$ cat src/rtl/router_input_unit_if.sv
// Link bundle for one router input port: upstream flit handshake,
// crossbar path request/grant and the flit stream towards the crossbar.
interface router_input_unit_if #(
  parameter int FLIT_SIZE = 19
);
  logic [FLIT_SIZE-1:0] in_flit;
  logic                 in_valid;
  logic                 in_ready;
  logic                 route_req;
  logic [2:0]           route_port;
  logic                 route_grant;
  logic [FLIT_SIZE-1:0] out_flit;
  logic                 out_valid;
  logic                 out_ready;

  // master is the environment (upstream link, arbiter, crossbar); slave is the input unit
  modport master (
    output in_flit, in_valid, route_grant, out_ready,
    input  in_ready, route_req, route_port, out_flit, out_valid
  );

  modport slave (
    input  in_flit, in_valid, route_grant, out_ready,
    output in_ready, route_req, route_port, out_flit, out_valid
  );
endinterface

$ cat src/rtl/router_input_unit.sv
// Per-port NoC router input unit: flit FIFO, XY route computation and the
// crossbar request FSM that forwards one packet (HEAD..TAIL) at a time.
module router_input_unit #(
  parameter int FLIT_SIZE = 19,
  parameter int ADDR_BITS = 8,
  parameter int DEPTH     = 8,
  parameter int CNT_BITS  = 8
) (
  input  logic                   clk,
  input  logic                   rst,
  input  logic [ADDR_BITS-1:0]   cfg_xaddr,
  input  logic [ADDR_BITS-1:0]   cfg_yaddr,
  router_input_unit_if.slave     link,
  output logic [1:0]             buf_status,
  output logic [$clog2(DEPTH):0] occupancy,
  output logic [CNT_BITS-1:0]    drop_cnt
);
  localparam int PTR_W = $clog2(DEPTH);
  localparam int OCC_W = PTR_W + 1;

  localparam logic [1:0] T_HEAD = 2'd0;
  localparam logic [1:0] T_TAIL = 2'd1;

  localparam logic [2:0] P_LOCAL = 3'd0;
  localparam logic [2:0] P_NORTH = 3'd1;
  localparam logic [2:0] P_SOUTH = 3'd2;
  localparam logic [2:0] P_EAST  = 3'd3;
  localparam logic [2:0] P_WEST  = 3'd4;
  localparam logic [2:0] P_NONE  = 3'd5;

  localparam logic [1:0] ST_SENT     = 2'd0;
  localparam logic [1:0] ST_RECEIVED = 2'd1;
  localparam logic [1:0] ST_FILLING  = 2'd2;
  localparam logic [1:0] ST_EMPTY    = 2'd3;

  typedef enum logic [1:0] {
    S_IDLE,
    S_ROUTING,
    S_WAITING,
    S_ACTIVE
  } state_t;

  logic [FLIT_SIZE-1:0] mem_q [DEPTH];
  logic [PTR_W-1:0]     wr_ptr_q, wr_ptr_d;
  logic [PTR_W-1:0]     rd_ptr_q, rd_ptr_d;
  logic [OCC_W-1:0]     count_q, count_d;
  logic [OCC_W-1:0]     tail_cnt_q, tail_cnt_d;
  state_t               state_q, state_d;
  logic [2:0]           route_port_q, route_port_d;
  logic [1:0]           status_q, status_d;
  logic [CNT_BITS-1:0]  drop_q, drop_d;

  logic                 empty, full;
  logic                 push, pop, fwd_pop, drop_pop;
  logic                 tail_in, tail_out, tail_sent;
  logic [FLIT_SIZE-1:0] front;
  logic [1:0]           front_type;
  logic [ADDR_BITS-1:0] dest_x, dest_y;
  logic [2:0]           xy_port;

  assign empty      = (count_q == '0);
  assign full       = (count_q == OCC_W'(DEPTH));
  assign front      = mem_q[rd_ptr_q];
  assign front_type = front[FLIT_SIZE-2 -: 2];
  assign dest_x     = front[2*ADDR_BITS-1:ADDR_BITS];
  assign dest_y     = front[ADDR_BITS-1:0];

  // Flits whose valid bit is clear are consumed from the link but never stored.
  assign push = link.in_valid && !full && link.in_flit[FLIT_SIZE-1];
  assign pop  = fwd_pop || drop_pop;

  assign tail_in   = push && (link.in_flit[FLIT_SIZE-2 -: 2] == T_TAIL);
  assign tail_out  = pop && (front_type == T_TAIL);
  assign tail_sent = fwd_pop && (front_type == T_TAIL);

  // X is resolved before Y; coordinates are unsigned.
  always_comb begin
    xy_port = P_LOCAL;
    if (dest_x > cfg_xaddr) begin
      xy_port = P_EAST;
    end else if (dest_x < cfg_xaddr) begin
      xy_port = P_WEST;
    end else if (dest_y > cfg_yaddr) begin
      xy_port = P_SOUTH;
    end else if (dest_y < cfg_yaddr) begin
      xy_port = P_NORTH;
    end
  end

  always_comb begin
    state_d        = state_q;
    route_port_d   = route_port_q;
    drop_pop       = 1'b0;
    fwd_pop        = 1'b0;
    link.route_req = 1'b0;
    link.out_valid = 1'b0;
    case (state_q)
      S_IDLE: begin
        if (!empty) begin
          if (front_type == T_HEAD) begin
            state_d      = S_ROUTING;
            route_port_d = xy_port;
          end else begin
            drop_pop = 1'b1;
          end
        end
      end
      S_ROUTING: begin
        link.route_req = 1'b1;
        state_d        = link.route_grant ? S_ACTIVE : S_WAITING;
      end
      S_WAITING: begin
        link.route_req = 1'b1;
        if (link.route_grant) begin
          state_d = S_ACTIVE;
        end
      end
      S_ACTIVE: begin
        // The path stays requested until the TAIL leaves; a stray HEAD is just data here.
        link.route_req = 1'b1;
        link.out_valid = !empty;
        fwd_pop        = !empty && link.out_ready;
        if (fwd_pop && (front_type == T_TAIL)) begin
          state_d      = S_IDLE;
          route_port_d = P_NONE;
        end
      end
      default: state_d = S_IDLE;
    endcase
  end

  always_comb begin
    wr_ptr_d   = wr_ptr_q + PTR_W'(push);
    rd_ptr_d   = rd_ptr_q + PTR_W'(pop);
    count_d    = count_q + OCC_W'(push) - OCC_W'(pop);
    tail_cnt_d = tail_cnt_q + OCC_W'(tail_in) - OCC_W'(tail_out);
    drop_d     = drop_q;
    if (drop_pop && (drop_q != '1)) begin
      drop_d = drop_q + CNT_BITS'(1);
    end
    // Status reflects the buffer as it will be after this edge.
    if (tail_sent) begin
      status_d = ST_SENT;
    end else if (count_d == '0) begin
      status_d = ST_EMPTY;
    end else if (tail_cnt_d != '0) begin
      status_d = ST_RECEIVED;
    end else begin
      status_d = ST_FILLING;
    end
  end

  always_ff @(posedge clk) begin
    if (push) begin
      mem_q[wr_ptr_q] <= link.in_flit;
    end
  end

  always_ff @(posedge clk) begin
    if (rst) begin
      wr_ptr_q     <= '0;
      rd_ptr_q     <= '0;
      count_q      <= '0;
      tail_cnt_q   <= '0;
      state_q      <= S_IDLE;
      route_port_q <= P_NONE;
      status_q     <= ST_EMPTY;
      drop_q       <= '0;
    end else begin
      wr_ptr_q     <= wr_ptr_d;
      rd_ptr_q     <= rd_ptr_d;
      count_q      <= count_d;
      tail_cnt_q   <= tail_cnt_d;
      state_q      <= state_d;
      route_port_q <= route_port_d;
      status_q     <= status_d;
      drop_q       <= drop_d;
    end
  end

  assign link.in_ready   = !full;
  assign link.out_flit   = empty ? '0 : front;
  assign link.route_port = route_port_q;
  assign buf_status      = status_q;
  assign occupancy       = count_q;
  assign drop_cnt        = drop_q;
endmodule
$ cat src/flat_wrapper.sv
// flat-port wrapper written by rule: the top's interface ports become plain ports
module router_input_unit_flat 
#(
  parameter int FLIT_SIZE = 19,
  parameter int ADDR_BITS = 8,
  parameter int DEPTH     = 8,
  parameter int CNT_BITS  = 8
)
  (clk, rst, cfg_xaddr, cfg_yaddr, buf_status, occupancy, drop_cnt, link_in_flit, link_in_valid, link_route_grant, link_out_ready, link_in_ready, link_route_req, link_route_port, link_out_flit, link_out_valid);
  router_input_unit_if #(.FLIT_SIZE(FLIT_SIZE)) link_i ();
  input  logic clk;
  input  logic rst;
  input  logic [ADDR_BITS-1:0] cfg_xaddr;
  input  logic [ADDR_BITS-1:0] cfg_yaddr;
  output logic [1:0] buf_status;
  output logic [$clog2(DEPTH):0] occupancy;
  output logic [CNT_BITS-1:0] drop_cnt;
  input wire logic [$bits(link_i.in_flit)-1:0] link_in_flit;
  input wire logic [$bits(link_i.in_valid)-1:0] link_in_valid;
  input wire logic [$bits(link_i.route_grant)-1:0] link_route_grant;
  input wire logic [$bits(link_i.out_ready)-1:0] link_out_ready;
  output wire logic [$bits(link_i.in_ready)-1:0] link_in_ready;
  output wire logic [$bits(link_i.route_req)-1:0] link_route_req;
  output wire logic [$bits(link_i.route_port)-1:0] link_route_port;
  output wire logic [$bits(link_i.out_flit)-1:0] link_out_flit;
  output wire logic [$bits(link_i.out_valid)-1:0] link_out_valid;
  assign link_i.in_flit = link_in_flit;
  assign link_i.in_valid = link_in_valid;
  assign link_i.route_grant = link_route_grant;
  assign link_i.out_ready = link_out_ready;
  assign link_in_ready = link_i.in_ready;
  assign link_route_req = link_i.route_req;
  assign link_route_port = link_i.route_port;
  assign link_out_flit = link_i.out_flit;
  assign link_out_valid = link_i.out_valid;
  router_input_unit #(.FLIT_SIZE(FLIT_SIZE), .ADDR_BITS(ADDR_BITS), .DEPTH(DEPTH), .CNT_BITS(CNT_BITS)) u_core (.clk(clk), .rst(rst), .cfg_xaddr(cfg_xaddr), .cfg_yaddr(cfg_yaddr), .link(link_i), .buf_status(buf_status), .occupancy(occupancy), .drop_cnt(drop_cnt));
endmodule
$ cat config.mk
export PLATFORM = sky130hd
export DESIGN_NAME = router_input_unit_flat
export DESIGN_NICKNAME = d
export VERILOG_FILES = /design/src/rtl/router_input_unit_if.sv /design/src/rtl/router_input_unit.sv /design/src/flat_wrapper.sv
export SDC_FILE = /design/constraint.sdc
export NUM_CORES = 1
export LEC_CHECK = 0
export BUFFER_PORTS_ARGS = -buffer_cell sky130_fd_sc_hd__buf_2
export CAP_MARGIN = 25
export CORE_AREA = 2 2 132 108
export CTS_BUF_LIST = sky130_fd_sc_hd__clkbuf_8
export DETAILED_ROUTE_END_ITERATION = 12
export DIE_AREA = 0 0 134 110
export HOLD_SLACK_MARGIN = 0.05
export PLACE_DENSITY = 0.8
export SYNTH_ARGS = -nofsm -noshare
export SYNTH_HDL_FRONTEND = slang
export SYNTH_SLANG_ARGS = --single-unit
export TNS_END_PERCENT = 20
$ cat constraint.sdc
create_clock -name clk -period 6.9 [get_ports clk]
set_input_delay 0.345 -clock clk [delete_from_list [all_inputs] [get_ports clk]]
set_output_delay 0.345 -clock clk [all_outputs]
set_load 0.01 [all_outputs]
# After elaboration in Yosys (flattened, before gate mapping)
# Memory sizes are Yosys's and may differ from the RTL's. A register that Yosys moved wholly into a read port is not among the register bits.
# Index checks and enable logic that the tools add are counted.
# word_totals
mem_count	1
ramBits	152
input_bits	40
ff_bits	29
wordCells	78
out_inout_bits	39
# mem_list
name	depth	word_bits	read_ports	rd_clocked_by_memory_dff	write_ports	line	source
u_core.mem_q	8	19	1	1	1	router_input_unit.sv:43	logic [FLIT_SIZE-1:0] mem_q [DEPTH];
# op_classes
n_mux	27
n_addsub	7
n_reduce_logical	20
order_cmp	4
eq_ne	11
# ops
op	count
$mux 3	7
$mux 19	1
$gt 8x8->1	2
$lt 8x8->1	2
$mux 2	7
$mux 1	10
$add 4x1->4	2
$add 8x1->8 const B	1
$logic_and 1x1->1	8
$logic_not 4->1	2
$ne 8x8->1 const B	1
$pmux 2 s4	1
$reduce_and 4->1	2
$sub 4x1->4	2
$add 3x1->3	2
$eq 2x1->1 const B	3
$pmux 3 s2	1
$eq 2x2->1 const B	2
$eq 4x4->1 const B	1
$logic_not 2->1	2
$ne 2x1->1 const B	2
$ne 2x2->1 const B	2
$reduce_bool 4->1	1
$reduce_or 3->1	1
other kinds (3)	4

# Depth between registers and ports, before layout
# Gate-level depths: netlist (run 1).
# logic_depth
ltp_word	11
depth_mapped	16
ltp_nobuf	15

# Worst setup path after synthesis (run 1)
# OpenSTA, ideal clock, no wires.
# synth_timing
kind	reg2reg
from	reg u_core.rd_ptr_q[0] (netlist name)
to	reg u_core.status_q[1], in the netlist u_core.buf_status[1]
path_slack_ns	3.829
setup_time_ns	0.119
t_required_ns	6.781
path_stages_with_launch	15
synth_period_minus_slack_ns	3.071
path_buffers	0
arrival_time_ns	2.952
path_cell_list	dfxtp_1 -> mux4_1 -> mux2i_1 -> a21oi_1 -> nor2_1 -> nor2_1 -> ha_1 -> inv_1 -> ha_1 -> inv_1 -> fa_1 -> xor2_1 -> and4b_1 -> a41oi_1 -> o21bai_1
# synth_lines
element	line	source
to (signal assigned)	router_input_unit.sv:176	status_q <= status_d;
to (decl)	router_input_unit.sv:50	logic [1:0] status_q, status_d;

==> results of run 1 <==
==> worst reg2reg max path, stage by stage (launching register included) <==
cell and delay (ns):
sky130_fd_sc_hd__dfxtp_2 0.89, sky130_fd_sc_hd__buf_4 0.47, sky130_fd_sc_hd__mux2_2 0.40, sky130_fd_sc_hd__a2bb2oi_2 0.17, sky130_fd_sc_hd__nand2_2 0.09, sky130_fd_sc_hd__a21oi_1 0.07
sky130_fd_sc_hd__nor2_1 0.15, sky130_fd_sc_hd__nor2_1 0.09, sky130_fd_sc_hd__ha_1 0.29, sky130_fd_sc_hd__inv_1 0.06, sky130_fd_sc_hd__ha_1 0.15, sky130_fd_sc_hd__inv_1 0.06
sky130_fd_sc_hd__fa_1 0.38, sky130_fd_sc_hd__xor2_1 0.16, sky130_fd_sc_hd__and4b_1 0.19, sky130_fd_sc_hd__a41oi_1 0.18, sky130_fd_sc_hd__o21bai_1 0.08
==> worst max-delay path by stage <==
stage | to | slack [ns]
4_1_cts | u_core.buf_status[1]$_SDFF_PP1_ | 2.84
3_5_place_dp | u_core.buf_status[1]$_SDFF_PP1_ | 2.86
5_1_grt | u_core.buf_status[1]$_SDFF_PP1_ | 2.55
3_3_place_gp | u_core.buf_status[1]$_SDFF_PP1_ | 2.97
6_report | u_core.buf_status[1]$_SDFF_PP1_ | 2.92
2_1_floorplan | u_core.buf_status[1]$_SDFF_PP1_ | 3.83
==> metrics by stage <==
stage	std cells	setup slack (ns)
2_1_floorplan	492	3.83
3_3_place_gp	747	2.97
3_5_place_dp	748	2.86
4_1_cts	780	2.84
5_1_grt	780	2.55
6_report	780	2.92
==> power breakdown <==
part	leakage, nW	internal, mW	switching, mW
sequential	1.61	1.25	0.0617
combinational	1.47	0.496	0.568
clock	0.189	0.317	0.363
total	3.27	2.06	0.993
==> cells in the mapped netlist (9+ instances only) <==
| master | number |
|---|---|
| sky130_fd_sc_hd__a21oi_1 | 17 |
| sky130_fd_sc_hd__and2_1 | 16 |
| sky130_fd_sc_hd__dfxtp_1 | 29 |
| sky130_fd_sc_hd__edfxtp_1 | 152 |
| sky130_fd_sc_hd__ha_1 | 36 |
| sky130_fd_sc_hd__inv_1 | 35 |
| sky130_fd_sc_hd__mux2_2 | 15 |
| sky130_fd_sc_hd__mux2i_1 | 9 |
| sky130_fd_sc_hd__mux4_2 | 34 |
| sky130_fd_sc_hd__nand2_1 | 11 |
| sky130_fd_sc_hd__nor2_1 | 32 |
| sky130_fd_sc_hd__nor2b_1 | 10 |
==> area by class of cell <==
type | instances | share of cell area
inverters | 35 | 0.0147
clock inverters | 15 | 0.0157
repair buffers | 92 | 0.0555
multi-input cells | 260 | 0.286
flip-flops and latches | 181 | 0.576
clock buffers | 17 | 0.0262
well taps | 180 | 0.0252
==> sequential cells by signal, summed over array words and instances (netlist names) <==
| name | count |
|---|---|
| u_core.rd_ptr_q | 3 |
| u_core.buf_status | 2 |
| u_core.wr_ptr_q | 3 |
| u_core.drop_cnt | 8 |
| u_core.occupancy | 4 |
| u_core.link.route_port | 3 |
| u_core.state_q | 2 |
| u_core.mem_q | 152 |
| u_core.tail_cnt_q | 4 |
==> layout by cell type (no fill, tap or decap), types with 3 or more instances in the layout <==
master and instances:
sky130_fd_sc_hd__o21ai_0 4, sky130_fd_sc_hd__nand2_1 11, sky130_fd_sc_hd__clkbuf_8 17, sky130_fd_sc_hd__a21o_1 5
sky130_fd_sc_hd__buf_4 14, sky130_fd_sc_hd__mux2i_1 9, sky130_fd_sc_hd__inv_1 36, sky130_fd_sc_hd__or3_1 6
sky130_fd_sc_hd__clkinv_1 3, sky130_fd_sc_hd__mux4_2 34, sky130_fd_sc_hd__xnor2_1 4, sky130_fd_sc_hd__edfxtp_1 152
sky130_fd_sc_hd__nor2_1 32, sky130_fd_sc_hd__nor3_2 3, sky130_fd_sc_hd__nand2b_1 6, sky130_fd_sc_hd__buf_2 78
sky130_fd_sc_hd__mux2_2 15, sky130_fd_sc_hd__nand3_1 3, sky130_fd_sc_hd__nor2b_1 10, sky130_fd_sc_hd__clkinv_2 3
sky130_fd_sc_hd__nor3_1 4, sky130_fd_sc_hd__xor2_1 4, sky130_fd_sc_hd__a21oi_1 17, sky130_fd_sc_hd__and2_1 16
sky130_fd_sc_hd__ha_1 36, sky130_fd_sc_hd__clkinv_4 3, sky130_fd_sc_hd__dfxtp_1 28, sky130_fd_sc_hd__nand4_1 6
==> cell families after synthesis <==
logic type	count (synthesis)	share of synthesized area
and+or+nand+nor	107	0.0717
DFF	181	0.651
adders and majority gates	38	0.0620
buffers and inverters	51	0.0269
muxes	61	0.138
AOI/OAI and AO/OA	46	0.0415
xor gates and xnor gates	8	0.00886
==> layer usage <==
layer / part of all wire / vias to the layer above / wire length (um)
li1: - / 2065 / -
met3: 0.056 / 21 / 872
met4: 0.015 / 0 / 229
met5: 0 / - / 0
met1: 0.42 / 2291 / 6570
met2: 0.51 / 148 / 8020
==> results summary, run 1 <==
The DRC violation total after the first TritonRoute iteration came out at 393. The flow ran to the end, and the final reports show no timing, DRC or antenna violations. The H-tree was split into 4 levels. The post-detailed-placement half-perimeter wirelength is 10500 um. The worst register-to-register path has a depth of 16. Dividing the final minimum period by the clock period gives 0.577. The critical path in this run is classified as reg -> reg. The critical path goes through buf_4 -> mux2_2 -> a2bb2oi_2 -> nand2_2 -> a21oi_1 -> nor2_1 -> nor2_1 -> ha_1 -> inv_1 -> ha_1 -> inv_1 -> fa_1 -> xor2_1 -> and4b_1 -> a41oi_1 -> o21bai_1. The layout-stage area growth over the synthesis result is 13.0%. The area of all placed cells without fillers is 0.00893 sq mm. The area fraction of the dominant cell type after synthesis came out at 0.577. Static timing analysis puts the maximum clock frequency at 251 MHz. The total core area came out at 0.0134 sq mm.

The remaining max-slew budget at the tightest pin is 0.341. Counting the fill cells in the layout gives 912. The count of buffers from port buffering is 78. For hold timing, the worst endpoint is u_core.mem_q[7][11]$_DFFE_PP_. The max-slew violation count is 0.

Once detail routing completed, the nets flagged for antenna violations numbered 0. At the worst endpoint, the required time is 7.25 ns. The endpoint class of the critical path is a flop.

The minimum period implied by the final worst setup slack came out at 3.98 ns. The synthesized area divided by synthesized cell count is 16.1 sq um. The count of clock tree sinks came out at 181. For this run, the slowest stage of the critical path takes 0.89 ns. Overall power consumption after layout is estimated at 3.05 mW. The met2 track demand over resource in global routing is 0.404. The share of final-layout standard cells stronger than drive strength 1 is 0.305. Counting the buffers created by CTS gives 17. Of all cell types, the one taking the most synthesized area is sky130_fd_sc_hd__edfxtp_1. The chip width came out at 134 um. The buffers plus inverters on the worst setup path came out at 3. 79 I/O pins were placed. The number of cells produced by synthesis is 492. The transition time at the pin with the least slew margin came out at 0.984 ns. Clock-pin slew was measured on the worst setup and hold paths at 0.09 ns. TritonCTS built the clock tree. In this run the core area contains 38 standard-cell rows. The mapped netlist covers 0.00791 sq mm.

In the final design database the tool counted 665 nets. The first-pass detailed-route iteration total came out at 5. The number of flip-flops and latches in the synthesized netlist is 181.

Setup violations remaining at the end of the flow were counted as 0. The post-CTS setup-driven buffer insertion count came out at 0. At the worst endpoint, the arrival time is 4.33 ns. The fraction of met3 tracks used by global routing is 0.0503. During synthesis, Yosys emitted a total of 0 warnings.

The final layout contains routed wiring with a total length of 15700 um. The cell family contributing the most delay on the critical path is flip-flops. The largest clock skew in the final design is 0.00945 ns.

The part of the Yosys area used for sequential elements came out at 0.651. The worst supply voltage drop on vdd is 0.190 mV. The count of vias placed by the detailed router came out at 4525. In this run the worst setup path begins at u_core.rd_ptr_q[0]$_SDFF_PP0_.

Registers take 0.00515 sq mm. The instance count on the critical path is 16. The endpoint identified for the worst register-to-register timing path is u_core.buf_status[1]$_SDFF_PP1_. The final core utilization is 0.668. The predominant post-synthesis flop cell is sky130_fd_sc_hd__edfxtp_1. The distinct cell type count after synthesis is 52. The root buffer cell chosen for the clock tree is sky130_fd_sc_hd__clkbuf_8.

The floorplan step defined a die boundary enclosing 0.0147 sq mm. The number of failing hold endpoints at the final stage is 0. The area of combinational cells with multiple inputs came out at 0.00256 sq mm. The routed length per placed instance came out at 20.1 um. The die extent in y came out at 110 um. Along the worst hold path, the cell count comes to 1.

The register-to-register setup slack came out at 2.92 ns. The met1 usage came out at 0.287. The instance area after placement is 0.00856 sq mm. STA classifies the critical path startpoint as a flop. The number of global-route vias before repair came out at 4704. The startpoint identified for the worst hold timing path is link_in_flit[11]. The top fanout value on the critical path is 24. The worst hold path belongs to the class in -> reg. No sink is reached through more buffers than the 2 on the longest clock path. In this run the critical register-to-register path is launched from u_core.rd_ptr_q[0]$_SDFF_PP0_. In the global route stage, overall resource usage came out at 0.229. For this design, the slowest cell found on the critical path is sky130_fd_sc_hd__dfxtp_2. The number of antenna violations at the first check in global routing came out at 0.

At the later pin of the worst-skew pair, clock insertion delay measures 0.46 ns. The number of enable flip-flop cells after synthesis is 152. The via density per instance is 5.80. The number of remaining DRC errors is 0. The leftover overflow at the end of global routing is 0. The power density relative to cell area is 342 mW/mm^2. The starting utilization of the core area is 0.592. Once the clock tree was built, the resizer swapped 0 gates to a different size.

For this run, asynchronously set or reset flops after synthesis account for 0. The total nets after synthesis is 570. The setup TNS came out at 0 ns. Ranked by total cell area, the synthesized netlist is headed by sky130_fd_sc_hd__edfxtp_1 (58%), sky130_fd_sc_hd__mux4_2 (9.7%), sky130_fd_sc_hd__dfxtp_1 (7.3%). met2 is the most crowded layer.

The routability congestion estimate came out at 0.789. Final hold analysis gives a worst-case slack of 0.154 ns. Setup repair after global routing left no endpoint under its margin. The maximum number of pins on one net before global-route repair is 42. The tool flagged a number of max-cap violations equal to 0. The leakage power figure is 3.27 nW. The hold-fix buffer count after cts came out at 0.

The antenna diode instance count came out at 0. The global-route wire length before repair is 24600 um.
Note: power is estimated with default switching activity, not from simulation.
==> run 2: changes to the inputs <==
--- a/config.mk
+++ b/config.mk
@@ -5,14 +5,15 @@
 export SDC_FILE = /design/constraint.sdc
 export NUM_CORES = 1
 export LEC_CHECK = 0
+export ABC_AREA = 1
 export BUFFER_PORTS_ARGS = -buffer_cell sky130_fd_sc_hd__buf_2
 export CAP_MARGIN = 25
-export CORE_AREA = 2 2 132 108
+export CORE_AREA = 2 2 139 114
 export CTS_BUF_LIST = sky130_fd_sc_hd__clkbuf_8
 export DETAILED_ROUTE_END_ITERATION = 12
-export DIE_AREA = 0 0 134 110
+export DIE_AREA = 0 0 141 116
 export HOLD_SLACK_MARGIN = 0.05
-export PLACE_DENSITY = 0.8
+export PLACE_DENSITY = 0.77
 export SYNTH_ARGS = -nofsm -noshare
 export SYNTH_HDL_FRONTEND = slang
 export SYNTH_SLANG_ARGS = --single-unit
==> constraint.sdc (replaced) <==
create_clock -name clk -period 3.4 [get_ports clk]
set_input_delay 0.17 -clock clk [delete_from_list [all_inputs] [get_ports clk]]
set_output_delay 0.17 -clock clk [all_outputs]
set_load 0.01 [all_outputs]
==> results summary, run 2 <==
Dividing the detail-routed via count by the number of cells gives 5.42. The max-cap check violation count is 0. The count of vias placed by the detailed router came out at 5823. The congestion estimate from routability-driven global placement came to 0.843. The count of clock tree sinks came out at 181. The number of global-route vias before repair is 5452. After layout, the minimum clock period comes to 3.00 ns. The setup TNS is 0 ns. The category of the most critical setup path is reg -> reg. The floorplan step defined a die boundary enclosing 0.0164 sq mm. Along the worst hold path, the cell count comes to 2. The power density relative to cell area is 701 mW/mm^2. The number of antenna violations at the first check in global routing came out at 0. The dominant cell type by area after synthesis is sky130_fd_sc_hd__edfxtp_1. The distinct cell type count after synthesis came out at 36. The min-delay analysis places its worst path in the category in -> reg.

The total number of placement rows is 40. The number of cells produced by synthesis is 764. The register-to-register setup slack is 0.40 ns. The worst setup path is launched from a flop. Clock-pin slew was measured on the worst setup and hold paths at 0.09 ns.

For this run the aggregate overflow at the end of global routing stands at 0. The cell depth of the worst flop-to-flop path came out at 17. The total wire length is 17600 um. The number of remaining DRC errors came out at 0. The combined global-route utilization of all metal layers came out at 0.227.

The largest clock skew in the final design is 0.0153 ns. Counting flops with an async set or reset pin after synthesis yields a share of 0. The endpoint of the worst register-to-register path is u_core.buf_status[0]$_SDFF_PP1_. The maximum number of pins on one net before global-route repair is 33. The routed length per placed instance came out at 16.4 um.

The instance count after placement with tap cells included came out at 1023. The endpoint class of the critical path is a flop. The maximum clock insertion buffer count is 2.

sky130_fd_sc_hd__edfxtp_1 is the most common cell in the netlist. The leakage power figure came out at 3.78 nW. The commonest cells after synthesis are sky130_fd_sc_hd__edfxtp_1 (152), sky130_fd_sc_hd__nand2_1 (118), sky130_fd_sc_hd__nor2_1 (110). 0 antenna diodes ended up in the layout. Leaving out fill and tap cells, the most frequent cells in the layout are sky130_fd_sc_hd__edfxtp_1 (152), sky130_fd_sc_hd__nand2_1 (118), sky130_fd_sc_hd__nor2_1 (102). The total nets after synthesis came out at 842. The chip width is 141 um.

The die is 116 um tall. Data on the critical path arrives at its endpoint at 3.39 ns. In the detailed route, the total length drawn on met2 is 8030 um. The tree is rooted in a sky130_fd_sc_hd__clkbuf_8.

The total core area is 0.0149 sq mm. The share of final-layout standard cells stronger than drive strength 1 is 0.168. The startpoint identified for the worst register-to-register timing path is u_core.rd_ptr_q[2]$_SDFF_PP0_. u_core.mem_q holds more flip-flops than any other register. The number of failing hold endpoints at the final stage came out at 0. The area fraction of the dominant cell type after synthesis is 0.563. The worst supply voltage drop on vdd is 0.337 mV.

The starting utilization of the core area is 0.546. In the final design database the tool counted 950 nets. The run finished with clean final reports. The post-detailed-placement half-perimeter wirelength came out at 11400 um. The max-slew violation count came out at 0. In the post-synthesis netlist, the biggest area contributors are sky130_fd_sc_hd__edfxtp_1 (56%), sky130_fd_sc_hd__dfxtp_1 (7.2%), sky130_fd_sc_hd__ha_1 (5.6%).

The critical path data required time is 3.79 ns. Of the available clock period, the critical path in the final layout requires 0.883. The part of the Yosys area used for sequential elements came out at 0.634. The layout-stage area growth over the synthesis result came out at 15.7%. The DRC violation total after the first TritonRoute iteration came out at 453. The total number of yosys warnings is 0. The final cell count without fillers came out at 1074.

At the pin with the least slew margin, the transition time is 0.557 ns. Setup repair after global routing left no endpoint under its margin. The later pin in the worst-skew pair is clocked with a latency of 0.45 ns. The first-pass detailed-route iteration total came out at 5. The launch instance of the worst min-delay path is rst. Leaving out fill and tap cells, the most frequent cell in the layout is sky130_fd_sc_hd__edfxtp_1.

The sink of the worst hold path is u_core.occupancy[1]$_SDFF_PP0_. Along the worst path, the maximum fanout reaches 8. The number of flip-flops and latches in the synthesized netlist came out at 181. The area of the mapped netlist is 0.00811 sq mm. The post-route met1 wirelength came out at 8040 um. The number of flip-flops under the largest register name is 152. Timing would allow up to 333 MHz.

The synthesized area divided by synthesized cell count came out at 10.6 sq um. TritonCTS built the clock tree. The highest metal layer carrying signal wires in the routed design is met4.

The number of gates resized after CTS is 0. Once the clock tree was built, the setup fixing pass inserted 0 buffers. The count of buffers from port buffering came out at 78. The maximum level of the CTS H-tree came out at 4. The number of clock buffers added by TritonCTS is 17. The global-route wire length before repair came out at 27900 um. The total met3 wirelength after detailed routing came out at 1360 um. Among all flip-flop cells after synthesis, the most frequent one is sky130_fd_sc_hd__edfxtp_1. The remaining max-slew budget at the tightest pin came out at 0.625. The number of enable flip-flop cells after synthesis came out at 152. The number of ports placed on the die boundary is 79. The final count of negative-setup-slack endpoints is 0. The count of nets left with antenna violations once routing finished came out at 0.
## run 2: changes by cell type after synthesis, sizes merged, moves of 9 or more
cell    before  now
o22ai        0   31
nand2       12  122
nand3        3   33
mux2        16    0
inv         35   75
nor2b       10    0
a21oi       17   33
and2        16    0
nor2        32  111
mux2i        9    0
clkbuf       5   19
o21ai        4   78
mux4        36    0
## run 2: what timing repair did
| action | CTS | global route |
|---|---|---|
| hold endpoints to repair | 152 | 0 |
| setup endpoints to repair | 0 | 0 |
| hold buffers | 19 | 0 |
## run 2: final cells by class
cell class / instances / area, sq um
well taps: 189 / 236
clock buffers: 17 / 234
flip-flops and latches: 181 / 5150
fillers: 1172 / 5480
multi-input cells: 476 / 2560
clock inverters: 15 / 164
repair buffers: 120 / 753
inverters: 76 / 285
## run 2: how the worst max path moves through the flow
stage,startpoint,depth (start not counted),endpoint
global route,u_core.rd_ptr_q[0]$_SDFF_PP0_,19,u_core.buf_status[0]$_SDFF_PP1_
global placement,u_core.rd_ptr_q[0]$_SDFF_PP0_,19,u_core.buf_status[0]$_SDFF_PP1_
floorplan,u_core.rd_ptr_q[0]$_SDFF_PP0_,19,u_core.buf_status[0]$_SDFF_PP1_
finish,u_core.rd_ptr_q[2]$_SDFF_PP0_,17,u_core.buf_status[0]$_SDFF_PP1_
CTS,u_core.rd_ptr_q[2]$_SDFF_PP0_,17,u_core.buf_status[0]$_SDFF_PP1_
detailed placement,u_core.rd_ptr_q[0]$_SDFF_PP0_,19,u_core.buf_status[0]$_SDFF_PP1_
## run 2: where the power goes
group / internal (mW) / switching, mW / total (mW) / leakage (nW)
clock network: 0.715 / 0.732 / 1.45 / 0.190
registers: 2.53 / 0.0712 / 2.60 / 1.61
logic: 0.918 / 1.61 / 2.53 / 1.98
## run 2: stage by stage
stage                     worst slack, ns  utilization  power, mW  cell area, sq um  hold WS (ns)
after floorplan                     0.695            -       4.40              8110         0.269
after global placement              0.472        0.592       5.08              8790         0.438
after detailed placement            0.405        0.592       5.14              8790         0.443
after CTS                           0.383        0.631       6.59              9380        0.0795
after global routing               0.0727        0.631       7.04              9380        0.0893
final                               0.397        0.631       6.58              9380         0.104
## run 2: logic make-up after synthesis
family | count (synthesis) | synth area share
XOR/XNOR | 12 | 0.0130
flip-flops | 181 | 0.634
AO/OA/AOI/OAI | 150 | 0.100
buffers and inverters | 107 | 0.0523
AND/OR/NAND/NOR | 276 | 0.140
adder cells (fa/ha/maj) | 38 | 0.0605
## run 2: routing by layer
layer	GRT usage	vias to the layer above
met5	0	-
met4	0.0640	0
met3	0.0554	21
met2	0.360	230
met1	0.318	2724
li1	-	2848
## run 2: worst max-delay path, stage by stage (launching register included)
cell and delay [ns]:
sky130_fd_sc_hd__dfxtp_1 0.55, sky130_fd_sc_hd__buf_4 0.25, sky130_fd_sc_hd__nand3_1 0.10, sky130_fd_sc_hd__nand2_2 0.14, sky130_fd_sc_hd__nand2_4 0.10, sky130_fd_sc_hd__nand2_4 0.10, sky130_fd_sc_hd__nor2_4 0.05, sky130_fd_sc_hd__or2_1 0.24
sky130_fd_sc_hd__ha_1 0.28, sky130_fd_sc_hd__inv_1 0.06, sky130_fd_sc_hd__ha_1 0.15, sky130_fd_sc_hd__inv_1 0.05, sky130_fd_sc_hd__fa_1 0.37, sky130_fd_sc_hd__xor2_1 0.18, sky130_fd_sc_hd__nand4_1 0.14, sky130_fd_sc_hd__nand3_1 0.09
sky130_fd_sc_hd__nand2_1 0.05, sky130_fd_sc_hd__nand2_1 0.05
